--- src/rtl/mem_pkg.sv ---
// Opcode constants and FSM state encoding shared by the memory access unit files.
package mem_pkg;

    localparam logic [3:0] OP_LW = 4'b1000;
    localparam logic [3:0] OP_SW = 4'b1001;

    typedef enum logic {
        S_IDLE = 1'b0,
        S_BUSY = 1'b1
    } state_t;

    function automatic logic is_mem_op(input logic [3:0] op);
        return (op == OP_LW) || (op == OP_SW);
    endfunction

endpackage

--- src/rtl/mem_timeout_ctr.sv ---
// Counts consecutive unanswered memory wait cycles and flags the cycle in which
// the TIMEOUT_CYCLES-th wait occurs. Only instantiated when MEM_TIMEOUT_EN is defined.
module mem_timeout_ctr #(
    parameter int unsigned TIMEOUT_CYCLES = 64
) (
    input  logic clk,
    input  logic rst,
    input  logic i_clear,
    input  logic i_wait,
    output logic o_expire_c
);

    localparam int unsigned CNT_W = $clog2(TIMEOUT_CYCLES + 1);

    logic [CNT_W-1:0] r_count;

    // r_count holds the waits already seen, so the current wait is number r_count+1.
    assign o_expire_c = i_wait && (r_count == CNT_W'(TIMEOUT_CYCLES - 1));

    always_ff @(posedge clk) begin
        if (rst || i_clear) begin
            r_count <= '0;
        end else if (i_wait && !o_expire_c) begin
            r_count <= r_count + CNT_W'(1);
        end
    end

endmodule

--- src/rtl/mem_access_unit.sv ---
// Memory stage: retires ALU results in one cycle and runs LW/SW through a
// request/ready handshake. Define MEM_TIMEOUT_EN to abort accesses after TIMEOUT_CYCLES waits.
module mem_access_unit
    import mem_pkg::*;
#(
    parameter int unsigned TIMEOUT_CYCLES = 64
) (
    input  logic        clk,
    input  logic        rst,
    input  logic        ex_valid,
    input  logic [3:0]  ex_opcode,
    input  logic [15:0] ex_alu_out,
    input  logic [15:0] ex_store_data,
    input  logic [3:0]  ex_dst_reg,
    input  logic        ex_wr_en,
    output logic        mem_req,
    output logic        mem_wr,
    output logic [15:0] mem_addr,
    output logic [15:0] mem_wdata,
    input  logic        mem_ready,
    input  logic [15:0] mem_rdata,
    output logic        stall,
    output logic        wb_valid,
    output logic        wb_en,
    output logic [15:0] wb_data,
    output logic [3:0]  wb_reg,
    output logic        mem_err
);

    state_t     r_state;
    logic [3:0] r_dst;
    logic       w_accept_mem;
    logic       w_wait;
    logic       w_timeout;

    assign w_accept_mem = (r_state == S_IDLE) && ex_valid && is_mem_op(ex_opcode);
    assign w_wait       = (r_state == S_BUSY) && !mem_ready;

    // A timed-out access retires this cycle, so upstream is released with it.
    assign stall = w_accept_mem || (w_wait && !w_timeout);

`ifdef MEM_TIMEOUT_EN
    logic r_mem_err;

    mem_timeout_ctr #(
        .TIMEOUT_CYCLES(TIMEOUT_CYCLES)
    ) u_timeout_ctr (
        .clk       (clk),
        .rst       (rst),
        .i_clear   (w_accept_mem),
        .i_wait    (w_wait),
        .o_expire_c(w_timeout)
    );

    always_ff @(posedge clk) begin
        if (rst) begin
            r_mem_err <= 1'b0;
        end else if (w_timeout) begin
            r_mem_err <= 1'b1;
        end
    end

    assign mem_err = r_mem_err;
`else
    logic [31:0] w_unused_timeout;

    assign w_unused_timeout = TIMEOUT_CYCLES;
    assign w_timeout        = 1'b0;
    assign mem_err          = 1'b0;
`endif

    always_ff @(posedge clk) begin
        if (rst) begin
            r_state   <= S_IDLE;
            r_dst     <= '0;
            mem_req   <= 1'b0;
            mem_wr    <= 1'b0;
            mem_addr  <= '0;
            mem_wdata <= '0;
            wb_valid  <= 1'b0;
            wb_en     <= 1'b0;
            wb_data   <= '0;
            wb_reg    <= '0;
        end else begin
            wb_valid <= 1'b0;
            case (r_state)
                S_IDLE: begin
                    if (w_accept_mem) begin
                        r_state   <= S_BUSY;
                        r_dst     <= ex_dst_reg;
                        mem_req   <= 1'b1;
                        mem_wr    <= (ex_opcode == OP_SW);
                        mem_addr  <= ex_alu_out;
                        mem_wdata <= ex_store_data;
                    end else if (ex_valid) begin
                        wb_valid <= 1'b1;
                        wb_en    <= ex_wr_en;
                        wb_data  <= ex_alu_out;
                        wb_reg   <= ex_dst_reg;
                    end
                end
                S_BUSY: begin
                    // Completion takes priority over a timeout in the same cycle.
                    if (mem_ready) begin
                        r_state  <= S_IDLE;
                        mem_req  <= 1'b0;
                        wb_valid <= 1'b1;
                        wb_en    <= !mem_wr;
                        wb_reg   <= r_dst;
                        if (!mem_wr) begin
                            wb_data <= mem_rdata;
                        end
                    end else if (w_timeout) begin
                        r_state  <= S_IDLE;
                        mem_req  <= 1'b0;
                        wb_valid <= 1'b1;
                        wb_en    <= 1'b0;
                        wb_reg   <= r_dst;
                    end
                end
                default: r_state <= S_IDLE;
            endcase
        end
    end

endmodule

--- config.mk ---
export PLATFORM = sky130hd
export DESIGN_NAME = mem_access_unit
export DESIGN_NICKNAME = d
export VERILOG_FILES = /design/src/rtl/mem_pkg.sv /design/src/rtl/mem_timeout_ctr.sv /design/src/rtl/mem_access_unit.sv
export SDC_FILE = /design/constraint.sdc
export NUM_CORES = 1
export LEC_CHECK = 0
export CAP_MARGIN = 20
export CORE_ASPECT_RATIO = 1.75
export CORE_UTILIZATION = 30
export CTS_BUF_LIST = sky130_fd_sc_hd__clkbuf_2
export DETAILED_ROUTE_END_ITERATION = 16
export RECOVER_POWER = 50
export SLEW_MARGIN = 0
export SYNTH_ARGS = -nofsm -noshare
export SYNTH_HDL_FRONTEND = slang
export SYNTH_SLANG_ARGS = --single-unit
--- constraint.sdc ---
create_clock -name clk -period 2.18 [get_ports clk]
set_clock_uncertainty 0.15 [all_clocks]
set_input_delay 0.218 -clock clk [delete_from_list [all_inputs] [get_ports clk]]
set_output_delay 0.218 -clock clk [all_outputs]
set_load 0.1 [all_outputs]
---- Yosys cells after proc, flatten, opt, wreduce, memory -nomap -nowiden ----
Index checks and enable logic that the tools add are counted.
storage, ports and cells
  register bits ........................... 61
  bits of input ports ..................... 61
  output and inout bits ................... 58
  word-level logic and storage cells ...... 52
cells by class
  eq/ne operators ......................... 7
  muxes and demuxes ....................... 23
  bitwise logic cells ..................... 1
  reduce and logical (&&, ||, !) cells .... 11
operators with widths
  cell                                          count
  16-bit two-way mux                            4
  16-bit case mux with 2 select lines           1
  4-bit two-way mux                             3
  1-bit two-way mux                             10
  2-bit inequality test, second input constant  5
  4-bit == test, second input constant          2
  1-bit case mux with 2 select lines            4
  4-bit case mux with 2 select lines            1
  2-bit AND reduction                           2
  4-bit AND reduction                           1
  1-bit logical AND                             3
  3-bit AND reduction                           1
  1-bit zero test                               2
  1-bit logical OR                              2
  1-bit inverter                                1

---- Depth between registers and ports, before layout ----
  word-level depth ........................ 5
  mapped depth ............................ 6
  mapped depth without buffers ............ 3

---- Worst setup path before layout ----
No wires, ideal clock.
  path kind ............................... register -> register
  start ................................... register mem_wr
  end ..................................... register wb_data[3]
  setup time .............................. 95 ps
  arrival ................................. 1765 ps
  data required time ...................... 1935 ps
  path slack .............................. 170 ps
  cell stages (with the launch flop) ...... 6
  buffers on the path ..................... 2
  clock period less this slack ............ 2010 ps
  cells stage by stage .................... dfxtp_1 nand2b_1 buf_2 buf_2 o22ai_1 a221oi_1
on the way
  longest elaborated chain between the ends .. 2
RTL lines
  element                          RTL line                RTL
  start, declared                  mem_access_unit.sv:17   output logic mem_wr,
  start signal, assigned           mem_access_unit.sv:92   mem_wr <= (ex_opcode == OP_SW);
  2-bit inequality test (no line)  --
  4-bit AND reduction (no line)    --
  end signal, assigned             mem_access_unit.sv:98   wb_data <= ex_alu_out;
  end signal, assigned             mem_access_unit.sv:111  wb_data <= mem_rdata;
  end, declared                    mem_access_unit.sv:25   output logic [15:0] wb_data,
No other way between the ends.
A chain may end at the register's enable or synchronous reset.

---- Worst setup path in the final report ----
  start ................................... register r_state
  end ..................................... register mem_addr[15]
on the way
  longest elaborated chain between the ends .. 4
RTL lines
  element                          RTL line                RTL
  start, declared                  mem_access_unit.sv:30   state_t r_state;
  start signal, assigned           mem_access_unit.sv:74   r_state <= S_IDLE;
  start signal, assigned           mem_access_unit.sv:89   r_state <= S_BUSY;
  start signal, assigned           mem_access_unit.sv:105  r_state <= S_IDLE;
  1-bit inverter (no line) *       --
  1-bit logical AND (2 in series)  mem_access_unit.sv:36   assign w_accept_mem = (r_state == S_IDLE) && ex_valid && is_mem_op(ex_opcode);
  2-bit AND reduction (no line) *  --
  end signal, assigned             mem_access_unit.sv:93   mem_addr <= ex_alu_out;
  end, declared                    mem_access_unit.sv:18   output logic [15:0] mem_addr,
Every way passes the cells marked *; elsewhere a longest branch is shown, timed or not.

==> reports/metrics.yaml <==
cts.sinks: 61
status: "complete, no violations"
area_growth_pct: 41.6
clock_latency_ns: 0.50
fin_nets: 460
antenna_found_initial: 1
place.gp.congestion: 0.739
via_per_inst: 4.99
grt_pass1_vias: 2477
routed_wl_um: 8180
initial_core_util_pct: 30.9
rsz0062_at_grt: "no"
cts_tree: "done"
worst_setup_path_end_kind: "flip-flop"
yosysWarnings: 0
synth_edf_count: 0
stdcell_count: 519
min_path_type: "primary input to flip-flop"
period_needed_ns: 1.94
avgSynthCellArea_um2: 8.87
core_area_um2: 8310
synth_common_cells: "dfxtp_1, a21oi_1, nand3_1"
grt_overflow: 0
htree_levels: 3
criticalPathCategory: "flip-flop to flip-flop"
vias: 2591
nFillCells: 873
ys_types: 29
ys_top_cells_by_area: "dfxtp_1, a21oi_1, nand3_1, o21ai_0, a221oi_2"
ys.flop_type: "dfxtp_1"
crit_path_max_fanout: 37
fin_ws_ns: 0.242
cts_buffer_depth: 2
synth_nets: 351
grt_pass1_wl_um: 12700
die_w_um: 72
async_flop_share_pct: 0
synth_top_area_cell: "dfxtp_1"
maxSlewHeadroom_pct: 51.5
cts-buffers-inserted: 9
final_util_pct: 43.8
critPathLaunchType: "flip-flop"
synthesis.area_um2: 2570
dp_slack_ns: -0.0787
largest_registers: "mem_addr (16), mem_wdata (16), wb_data (16)"
fmax_mhz: 516
crit_arrival_ns: 2.21
synth_cells: 290
firstDrtPassIters: 4
grt.total_usage_pct: 18.8
hold_viol: 0
fp-row-count: 44
sequential_cell_area_um2: 1220
multi_input_area_um2: 1130
yosysSeqAreaShare_pct: 47.5
dpl.hpwl_um: 5630
power.leakage_uw: 0.00139
drcViolationCount: 0
worst_ep_required_time_ns: 2.45
fin_area_um2: 3640
drive_above_1_share_pct: 24.1
placed_area_um2: 3690
io_pins: 119
drtIter0Drc: 190
synth_most_common_cell: "dfxtp_1"
cap_violations: 0
clk_pin_slew_worst_paths_ns: 0.16
power.density_nw_per_um2: 678
root_buffer: "clkbuf_2"
worstMarginPinSlew_ns: 0.728
antenna_left: 0
grt_max_degree: 38
die_y_um: 125
yosysTopAreaCellShare_pct: 47.5
dp.cells: 501
wl_per_cell_um: 15.8
peakVddDrop_mv: 0.309
ys_ff_latch: 61
io_buffers: 117
finalSetupViolCount: 0
slew_viol_final: 0
die_area_um2: 8960
fin_crit_sh_pct: 88.9
power breakdown:
part           internal, uW  switching, uW  total (uW)
registers              1160           26.9        1190
clock network           141            394         535
logic                   204            539         743
total                  1510            960        2470
worst paths after layout:
path	end	start	cells past startpoint	slack (ns)
max reg2reg	mem_addr[15]	r_state	4	0.24
min	mem_wdata[4]	ex_store_data[4]	3	0.1
min reg2reg	mem_req	mem_req	2	0.32
max	mem_addr[15]	r_state	4	0.24
cell usage in the layout (no fill, tap or decap), types with 2 or more instances in the layout:
cell type and n:
clkbuf_2 67, dfxtp_1 61, clkdlybuf4s50_1 59, a21oi_1 44, nand3_1 38, o21ai_0 33, o22ai_1 16, inv_1 16
buf_4 11, a221oi_1 9, a221oi_2 7, nand2_1 5, o21ai_1 5, nand2b_1 4, mux2i_1 4, a211oi_1 3
clkinv_1 3, mux2_2 2, buf_12 2
critical path, cell delays in order, from the launching register on:
cell and delay, ns:
dfxtp_1 0.60, nand2b_1 0.16, clkbuf_2 0.58, o21ai_0 0.21
a21oi_1 0.17
cell type report:
| cell class | instances | area share (%) |
|---|---|---|
| sequential | 61 | 33.5 |
| multi-input combinational | 180 | 31.0 |
| timing repair buffer | 131 | 27.9 |
| tap | 115 | 3.95 |
| inverter | 16 | 1.65 |
| clock buffer | 11 | 1.51 |
| clock inverter | 4 | 0.446 |
| antenna | 1 | 0.0687 |
stage by stage:
| step | hold WS (ns) | power (uW) | setup TNS, ns |
|---|---|---|---|
| after floorplan | 0.216 | 1740 | 0 |
| after global placement | 0.301 | 1980 | -0.160 |
| after detailed placement | 0.302 | 1990 | -0.436 |
| after CTS | 0.0564 | 2520 | 0 |
| after global routing | 0.0598 | 2580 | 0 |
| final | 0.100 | 2470 | 0 |
repair_timing:
action,4_1_cts,5_1_grt
endpoints found under the hold margin,15,0
resized for setup,0,1
hold buffers,1,0
pin swaps,0,0
setup endpoints to repair,1,10
setup buffers,1,0
cells by family (layout without fill, tap and decap cells):
| kind of cell | Yosys count | after routing | synth area share, % |
|---|---|---|---|
| buffers and inverters | 49 | 162 | 9.44 |
| AOI/OAI and AO/OA | 118 | 118 | 28.2 |
| other | 1 | 2 | 0.146 |
| and+or+nand+nor | 55 | 55 | 12.3 |
| muxes | 6 | 6 | 2.43 |
| DFF | 61 | 61 | 47.5 |
layer usage:
| metal | GRT usage [%] | part of all wire [%] | up-vias |
|---|---|---|---|
| met5 | 0 | 0 | - |
| met4 | 7.27 | 1.4 | 0 |
| met3 | 4.85 | 5.2 | 10 |
| met2 | 33.2 | 55 | 88 |
| met1 | 21.1 | 39 | 1221 |
| li1 | - | - | 1272 |
(Power assumes the default switching activity.)
